<file path="config.mk">
export PLATFORM = sky130hd
export DESIGN_NAME = bf_core_param
export DESIGN_NICKNAME = d
export VERILOG_FILES = /design/src/rtl/bf_pkg.sv /design/src/rtl/bf_loop_stack.sv /design/src/rtl/bf_core_param.sv
export SDC_FILE = /design/constraint.sdc
export NUM_CORES = 2
export LEC_CHECK = 0
export ABC_AREA = 0
export CAP_MARGIN = 20
export CORE_MARGIN = 2
export CORE_UTILIZATION = 25
export DETAILED_ROUTE_END_ITERATION = 6
export GPL_TIMING_DRIVEN = 0
export PLACE_DENSITY = 0.41
export SYNTH_ARGS = -nofsm -noshare
export SYNTH_HDL_FRONTEND = slang
export SYNTH_SLANG_ARGS = --single-unit
</file>
<file path="constraint.sdc">
create_clock -name clock -period 122 [get_ports clock]
set_input_delay 30.5 -clock clock [delete_from_list [all_inputs] [get_ports clock]]
set_output_delay 30.5 -clock clock [all_outputs]
set_load 0.01 [all_outputs]
</file>
<file path="src/rtl/bf_pkg.sv">
// Shared opcodes, FSM states and error codes for the Brainfuck execution core.
package bf_pkg;

   localparam logic [3:0] OP_NOP    = 4'd0;
   localparam logic [3:0] OP_INC_DP = 4'd1;
   localparam logic [3:0] OP_DEC_DP = 4'd2;
   localparam logic [3:0] OP_INC    = 4'd3;
   localparam logic [3:0] OP_DEC    = 4'd4;
   localparam logic [3:0] OP_OUT    = 4'd5;
   localparam logic [3:0] OP_IN     = 4'd6;
   localparam logic [3:0] OP_OPEN   = 4'd7;
   localparam logic [3:0] OP_CLOSE  = 4'd8;
   localparam logic [3:0] OP_HALT   = 4'd15;

   typedef enum logic [3:0] {
      S_IDLE,
      S_FETCH,
      S_EXEC,
      S_SKIP_F,
      S_SKIP_E,
      S_OUT_WAIT,
      S_IN_WAIT,
      S_HALT,
      S_ERROR
   } state_t;

   localparam logic [2:0] ERR_NONE  = 3'd0;
   localparam logic [2:0] STK_OVF   = 3'd1;
   localparam logic [2:0] STK_UNF   = 3'd2;
   localparam logic [2:0] UNMATCHED = 3'd3;
   localparam logic [2:0] PTR_OOB   = 3'd4;

endpackage

</file>
<file path="src/rtl/bf_loop_stack.sv">
// Return-address LIFO for loop starts; holds the pc of each open '['.
module bf_loop_stack
   import bf_pkg::*;
#(
   parameter int unsigned W     = 8,
   parameter int unsigned DEPTH = 16
) (
   input  logic         i_clock,
   input  logic         i_reset,
   input  logic         i_clr,
   input  logic         i_push,
   input  logic         i_pop,
   input  logic [W-1:0] i_data,
   output logic [W-1:0] o_top,
   output logic         o_full,
   output logic         o_empty
);

   localparam int unsigned IDX_W = $clog2(DEPTH);
   localparam int unsigned SP_W  = IDX_W + 1;

   logic [W-1:0]    r_mem [DEPTH];
   logic [SP_W-1:0] r_sp;
   logic [SP_W-1:0] w_sp_dec;

   assign w_sp_dec = r_sp - SP_W'(1);
   assign o_top    = r_mem[w_sp_dec[IDX_W-1:0]];
   assign o_full   = (r_sp == SP_W'(DEPTH));
   assign o_empty  = (r_sp == '0);

   always_ff @(posedge i_clock or posedge i_reset) begin
      if (i_reset) begin
         r_sp <= '0;
         for (int i = 0; i < int'(DEPTH); i++) r_mem[i] <= '0;
      end else if (i_clr) begin
         r_sp <= '0;
      end else if (i_push) begin
         r_mem[r_sp[IDX_W-1:0]] <= i_data;
         r_sp <= r_sp + SP_W'(1);
      end else if (i_pop) begin
         r_sp <= r_sp - SP_W'(1);
      end
   end

endmodule

</file>
<file path="src/rtl/bf_core_param.sv">
// Parametrised Brainfuck core: external program ROM, internal tape, hardware loop stack.
// Optional pointer bounds checking is enabled by defining BF_PTR_BOUNDS_EN.
module bf_core_param
   import bf_pkg::*;
#(
   parameter int unsigned PC_W        = 8,
   parameter int unsigned DP_W        = 8,
   parameter int unsigned CELL_W      = 8,
   parameter int unsigned STACK_DEPTH = 16
) (
   input  logic              clock,
   input  logic              reset,
   input  logic              go,
   output logic [PC_W-1:0]   pm_addr,
   input  logic [3:0]        pm_data,
   input  logic              in_valid,
   input  logic [CELL_W-1:0] in_data,
   output logic              in_ready,
   output logic              out_valid,
   output logic [CELL_W-1:0] out_data,
   input  logic              out_ready,
   output logic              busy,
   output logic              halted,
   output logic              error,
   output logic [2:0]        err_code
);

   localparam int unsigned TAPE_N  = 2**DP_W;
   localparam int unsigned DEPTH_W = PC_W + 1;

   state_t              r_state;
   logic [PC_W-1:0]     r_pc;
   logic [DP_W-1:0]     r_dp;
   logic [DEPTH_W-1:0]  r_depth;
   logic [CELL_W-1:0]   r_tape [TAPE_N];
   logic                r_out_valid;
   logic [CELL_W-1:0]   r_out_data;
   logic                r_in_ready;
   logic                r_busy;
   logic                r_halted;
   logic                r_error;
   logic [2:0]          r_err_code;

   logic [CELL_W-1:0]   w_cell;
   logic                w_cell_nz;
   logic [PC_W-1:0]     w_pc_inc;
   logic                w_pc_last;
   logic                w_go;
   logic                w_push;
   logic                w_pop;
   logic [PC_W-1:0]     w_top;
   logic                w_full;
   logic                w_empty;
   logic                w_fault;
   logic [2:0]          w_fault_code;

   assign w_cell    = r_tape[r_dp];
   assign w_cell_nz = (w_cell != '0);
   assign w_pc_inc  = r_pc + PC_W'(1);
   assign w_pc_last = (r_pc == '1);
   assign w_go      = go && (r_state == S_IDLE || r_state == S_HALT || r_state == S_ERROR);
   assign w_push    = (r_state == S_EXEC) && (pm_data == OP_OPEN) && w_cell_nz && !w_full;
   assign w_pop     = (r_state == S_EXEC) && (pm_data == OP_CLOSE) && !w_cell_nz && !w_empty;

   bf_loop_stack #(
      .W     (PC_W),
      .DEPTH (STACK_DEPTH)
   ) u_stack (
      .i_clock (clock),
      .i_reset (reset),
      .i_clr   (w_go),
      .i_push  (w_push),
      .i_pop   (w_pop),
      .i_data  (r_pc),
      .o_top   (w_top),
      .o_full  (w_full),
      .o_empty (w_empty)
   );

   // Fault detection for the current decode; takes priority over normal execution.
   always_comb begin
      w_fault      = 1'b0;
      w_fault_code = ERR_NONE;
      if (r_state == S_EXEC) begin
         case (pm_data)
            OP_OPEN: begin
               if (w_cell_nz && w_full) begin
                  w_fault      = 1'b1;
                  w_fault_code = STK_OVF;
               end else if (!w_cell_nz && w_pc_last) begin
                  w_fault      = 1'b1;
                  w_fault_code = UNMATCHED;
               end
            end
            OP_CLOSE: begin
               if (w_empty) begin
                  w_fault      = 1'b1;
                  w_fault_code = STK_UNF;
               end
            end
`ifdef BF_PTR_BOUNDS_EN
            OP_INC_DP: begin
               if (r_dp == '1) begin
                  w_fault      = 1'b1;
                  w_fault_code = PTR_OOB;
               end
            end
            OP_DEC_DP: begin
               if (r_dp == '0) begin
                  w_fault      = 1'b1;
                  w_fault_code = PTR_OOB;
               end
            end
`endif
            default: ;
         endcase
      end else if (r_state == S_SKIP_E && w_pc_last &&
                   !(pm_data == OP_CLOSE && r_depth == DEPTH_W'(1))) begin
         w_fault      = 1'b1;
         w_fault_code = UNMATCHED;
      end
   end

   always_ff @(posedge clock or posedge reset) begin
      if (reset) begin
         r_state     <= S_IDLE;
         r_pc        <= '0;
         r_dp        <= '0;
         r_depth     <= '0;
         r_out_valid <= 1'b0;
         r_out_data  <= '0;
         r_in_ready  <= 1'b0;
         r_busy      <= 1'b0;
         r_halted    <= 1'b0;
         r_error     <= 1'b0;
         r_err_code  <= ERR_NONE;
         for (int i = 0; i < int'(TAPE_N); i++) r_tape[i] <= '0;
      end else if (w_fault) begin
         r_state    <= S_ERROR;
         r_busy     <= 1'b0;
         r_error    <= 1'b1;
         r_err_code <= w_fault_code;
      end else begin
         case (r_state)
            S_IDLE, S_HALT, S_ERROR: begin
               if (go) begin
                  r_state    <= S_FETCH;
                  r_pc       <= '0;
                  r_dp       <= '0;
                  r_depth    <= '0;
                  r_busy     <= 1'b1;
                  r_halted   <= 1'b0;
                  r_error    <= 1'b0;
                  r_err_code <= ERR_NONE;
               end
            end
            S_FETCH: r_state <= S_EXEC;
            S_EXEC: begin
               r_pc    <= w_pc_inc;
               r_state <= S_FETCH;
               case (pm_data)
                  OP_INC_DP: r_dp <= r_dp + DP_W'(1);
                  OP_DEC_DP: r_dp <= r_dp - DP_W'(1);
                  OP_INC:    r_tape[r_dp] <= w_cell + CELL_W'(1);
                  OP_DEC:    r_tape[r_dp] <= w_cell - CELL_W'(1);
                  OP_OUT: begin
                     r_pc        <= r_pc;
                     r_out_data  <= w_cell;
                     r_out_valid <= 1'b1;
                     r_state     <= S_OUT_WAIT;
                  end
                  OP_IN: begin
                     r_pc       <= r_pc;
                     r_in_ready <= 1'b1;
                     r_state    <= S_IN_WAIT;
                  end
                  OP_OPEN: begin
                     if (!w_cell_nz) begin
                        r_depth <= DEPTH_W'(1);
                        r_state <= S_SKIP_F;
                     end
                  end
                  // Taken backward branch re-enters just past the matching '['.
                  OP_CLOSE: if (w_cell_nz) r_pc <= w_top + PC_W'(1);
                  OP_HALT: begin
                     r_pc     <= r_pc;
                     r_state  <= S_HALT;
                     r_busy   <= 1'b0;
                     r_halted <= 1'b1;
                  end
                  default: ;
               endcase
            end
            S_SKIP_F: r_state <= S_SKIP_E;
            S_SKIP_E: begin
               r_pc    <= w_pc_inc;
               r_state <= S_SKIP_F;
               if (pm_data == OP_OPEN) begin
                  r_depth <= r_depth + DEPTH_W'(1);
               end else if (pm_data == OP_CLOSE) begin
                  r_depth <= r_depth - DEPTH_W'(1);
                  if (r_depth == DEPTH_W'(1)) r_state <= S_FETCH;
               end
            end
            S_OUT_WAIT: begin
               if (out_ready) begin
                  r_out_valid <= 1'b0;
                  r_pc        <= w_pc_inc;
                  r_state     <= S_FETCH;
               end
            end
            S_IN_WAIT: begin
               if (in_valid) begin
                  r_tape[r_dp] <= in_data;
                  r_in_ready   <= 1'b0;
                  r_pc         <= w_pc_inc;
                  r_state      <= S_FETCH;
               end
            end
            default: r_state <= S_IDLE;
         endcase
      end
   end

   assign pm_addr   = r_pc;
   assign in_ready  = r_in_ready;
   assign out_valid = r_out_valid;
   assign out_data  = r_out_data;
   assign busy      = r_busy;
   assign halted    = r_halted;
   assign error     = r_error;
   assign err_code  = r_err_code;

endmodule
</file>
==> out/qor.yml <==
grt_pass1_vias: 84000
portBuffers: 37
switchingPower_uw: 963
reg2reg_depth: 19
path_max_fanout: 10
routed_wl_mm: 601
tritoncts: "yes"
p_leak_uw: 0.0505
min_from: "r_tape[562]"
rrSetupSlack_ns: 110.10
clkLatencyLatePin_ns: 0.99
path_delay_family: "buffers and inverters"
root_buffer: "clkbuf_16"
slowest_delay_ns: 0.88
yosysUniqueCellTypes: 75
cts_made_buffers: 274
final_cell_count_no_fill: 15800
violations: "DRC"
synth_edf_count: 0
rows: 234
final_hold_viol_count: 0
clk_pin_slew_worst_paths_ns: 0.06
r2r-end: "r_tape[1399]"
h-tree-depth: 5
ys_warn_count: 0
fillCellCount: 41600
finalPower_uw: 2340
gp_congestion: 1.03
antenna_found_initial: 98
drt_iter0_drc: 13000
sequentialPowerShare: 0.321
clock_path_buffers: 4
setup_violations: 0
critPathKind: "in -> reg"
cpMaxStageDelayCell: "clkbuf_1"
initial_core_util: 0.251
ys_async_sr_fraction: 1.00
worstMarginPinSlew_ns: 1.38
cts_setup_buffers: 0
final_antenna_net_count: 0
post_route_cells_drive_above_1_share: 0.151
finalNetCount: 10100
wire_per_inst_um: 38.1
critPathLaunch: "pm_data[3]"
ctsResizeCount: 0
rsz0062_at_grt: "false"
finalWorstPathRequiredPeriod_ns: 35.63
yosysTopAreaCell: "dfrtp_1"
cp-start-kind: "input port"
cts_num_sinks: 2225
ios: 41
syn_avg_cell_area_um2: 10.7
core_um2: 406000
hold_end: "r_tape[562]"
drcViolationCount: 25
combinationalPowerShare: 0.317
hold_depth: 2
switching_share: 0.411
die-area_um2: 412000
area_growth_pct: 19.9
die_width_um: 642
outcome: "finished, violations left"
hpwl_mm: 443
firstDrtPassIters: 7
maxSlewViolCount: 0
maxSlewHeadroom: 0.0796
holdBufCountCts: 0
max_clock_freq_mhz: 28.1
timing.critical_path.buf_inv: 6
internal_power_uw: 1380
synth_flop_cell: "dfrtp_1"
vias: 88600
utilization: 0.301
clock_skew_ns: 0.117
fin_tns_setup_ns: 0
syn-instance-count: 9558
gr-total-overflow: 0
whs_ns: 0.474
reg2reg_from: "r_dp[1]"
post-route-period-util: 0.292
ys_seq_area_frac: 0.547
die_y_um: 642
synth_area_um2: 102000
grt.total_usage: 0.284
cp.required_ns: 122.75
clockPowerShare: 0.362
power.density_nw_per_um2: 19.2
grt_pass1_wl_mm: 790
synth_top_cell_area_share: 0.547
crit_path_end_kind: "flip-flop"
cp.arrival_ns: 36.37
synth-seq-cells: 2225
routed_via_density: 5.62
hp-class: "reg -> reg"
max_cap_viol_count: 0
worstPathCellList: "clkdlybuf4s50_1 -> nor2b_1 -> nand2_1 -> or3_1 -> a211oi_1 -> a21oi_1 -> xnor2_1 -> mux2i_2 -> buf_8 -> buf_2 -> clkbuf_1 -> buf_8 -> clkbuf_1 -> a21oi_1"
syn-num-nets: 9594
ir_worst_vdd_mv: 0.0122
grt_max_degree: 131
placed_cells: 15200
synth.area.top_cells: "dfrtp_1 (55%), mux4_2 (12%), o21ai_0 (5.4%), a21oi_1 (5.4%), nand2_1 (4.5%)"
## how the worst max path moves through the flow
stage / to / slack, ns / cells past startpoint
finish: r_tape[11] / 86.37 / 14
detailed placement: r_tape[11] / 85.60 / 14
global placement: r_tape[1737] / 1.58 / 2
global route: r_tape[3] / 86.33 / 14
CTS: r_tape[11] / 86.55 / 14
floorplan: busy / 28.63 / 1
## flip-flops by register name (all words and copies together) (netlist names)
| signal | flops |
|---|---|
| r_tape | 2048 |
| u_stack.r_mem | 128 |
| r_depth | 9 |
| out_data | 8 |
| pm_addr | 8 |
| r_dp | 8 |
| u_stack.r_sp | 5 |
| r_state | 4 |
| err_code | 2 |
| busy | 1 |
| error | 1 |
| halted | 1 |
| in_ready | 1 |
| out_valid | 1 |
## worst reg2reg max path, cell delays in order, from the launching register on
cell and delay, ns:
dfrtp_1 0.44, buf_12 0.23, buf_2 0.51, buf_2 0.37
buf_4 0.71, buf_2 0.99, buf_2 1.14, buf_2 0.82
mux2i_1 0.55, a221oi_1 0.15, o21ai_0 0.24, nand4_1 0.48
a211oi_1 0.88, nand3_1 0.45, o21ai_0 0.49, o21ai_0 0.22
xnor2_1 0.83, clkbuf_1 0.97, clkbuf_1 1.01, o31ai_1 0.25
## stage by stage
stage	worst slack, ns	instance area [µm²]
4_1_cts	86.55	122000
5_1_grt	86.33	122000
3_3_place_gp	1.58	109000
2_1_floorplan	28.63	102000
3_5_place_dp	85.60	113000
6_report	86.37	122000
## synthesized netlist by cell type, types with 16 or more instances
cell type	n
a22o_1	30
a41oi_1	30
buf_1	38
nand3_1	67
and3_1	16
nand2_1	1226
a21oi_1	1091
mux2i_1	126
o22a_1	23
o21ai_0	1107
ha_1	18
o22ai_1	16
clkbuf_1	655
mux4_2	522
nor3_1	30
nor2b_1	22
buf_2	95
xnor2_1	18
dfrtp_1	2225
a31oi_1	51
a221oi_1	24
buf_4	27
o31ai_1	363
mux2_2	150
nor2_1	1220
inv_1	20
a22oi_1	167
## layout make-up
| type | count | area (µm²) | share of cell area |
|---|---|---|---|
| Antenna cell | 78 | 195 | 0.00160 |
| Buffer | 831 | 3590 | 0.0294 |
| Inverter | 20 | 82.6 | 0.000676 |
| Tap cell | 5428 | 6790 | 0.0556 |
| Multi-Input combinational cell | 6482 | 42800 | 0.351 |
| Sequential cell | 2225 | 55700 | 0.456 |
| Timing Repair Buffer | 221 | 3870 | 0.0317 |
| Clock inverter | 78 | 1100 | 0.00904 |
| Clock buffer | 404 | 8010 | 0.0656 |
## layer usage
| metal | global-route usage | wire length (µm) | up-vias |
|---|---|---|---|
| li1 | - | - | 35400 |
| met1 | 0.363 | 238000 | 46100 |
| met2 | 0.398 | 248000 | 5613 |
| met3 | 0.0963 | 66100 | 1423 |
| met4 | 0.203 | 49100 | 26 |
| met5 | 0.00289 | 323 | - |
## power groups by stage
stage          clock, µW  sequential, µW  combinational [µW]
3_5_place_dp           0             766                 718
4_1_cts              857             752                 719
6_report             849             752                 743
2_1_floorplan          0             767                 271
3_3_place_gp           0             770                 679
5_1_grt              888             753                 740
## placed cells by master (no fill, tap or decap), types with 67 or more instances in the layout
master	n
mux2_2	150
diode_2	78
clkbuf_2	90
buf_2	111
clkbuf_16	278
a22oi_1	167
o31ai_1	363
nand3_1	67
clkbuf_1	632
nand2_1	1225
mux4_2	522
dfrtp_1	2225
nor2_1	1210
a21oi_1	1089
mux2i_1	124
o21ai_0	1107
## kinds of logic (layout without fill, tap and decap cells)
family / after synthesis / count (layout) / synth area share
AO/OA/AOI/OAI: 2976 / 2976 / 0.167
XOR/XNOR: 28 / 28 / 0.00248
adder cells (fa/ha/maj): 19 / 19 / 0.00241
buffers and inverters: 851 / 1554 / 0.0347
flip-flops: 2225 / 2225 / 0.547
multiplexers: 799 / 799 / 0.145
other: 1 / 79 / 0.0000368
AND/OR/NAND/NOR: 2659 / 2659 / 0.102
Power figures use the tool's default switching activity.
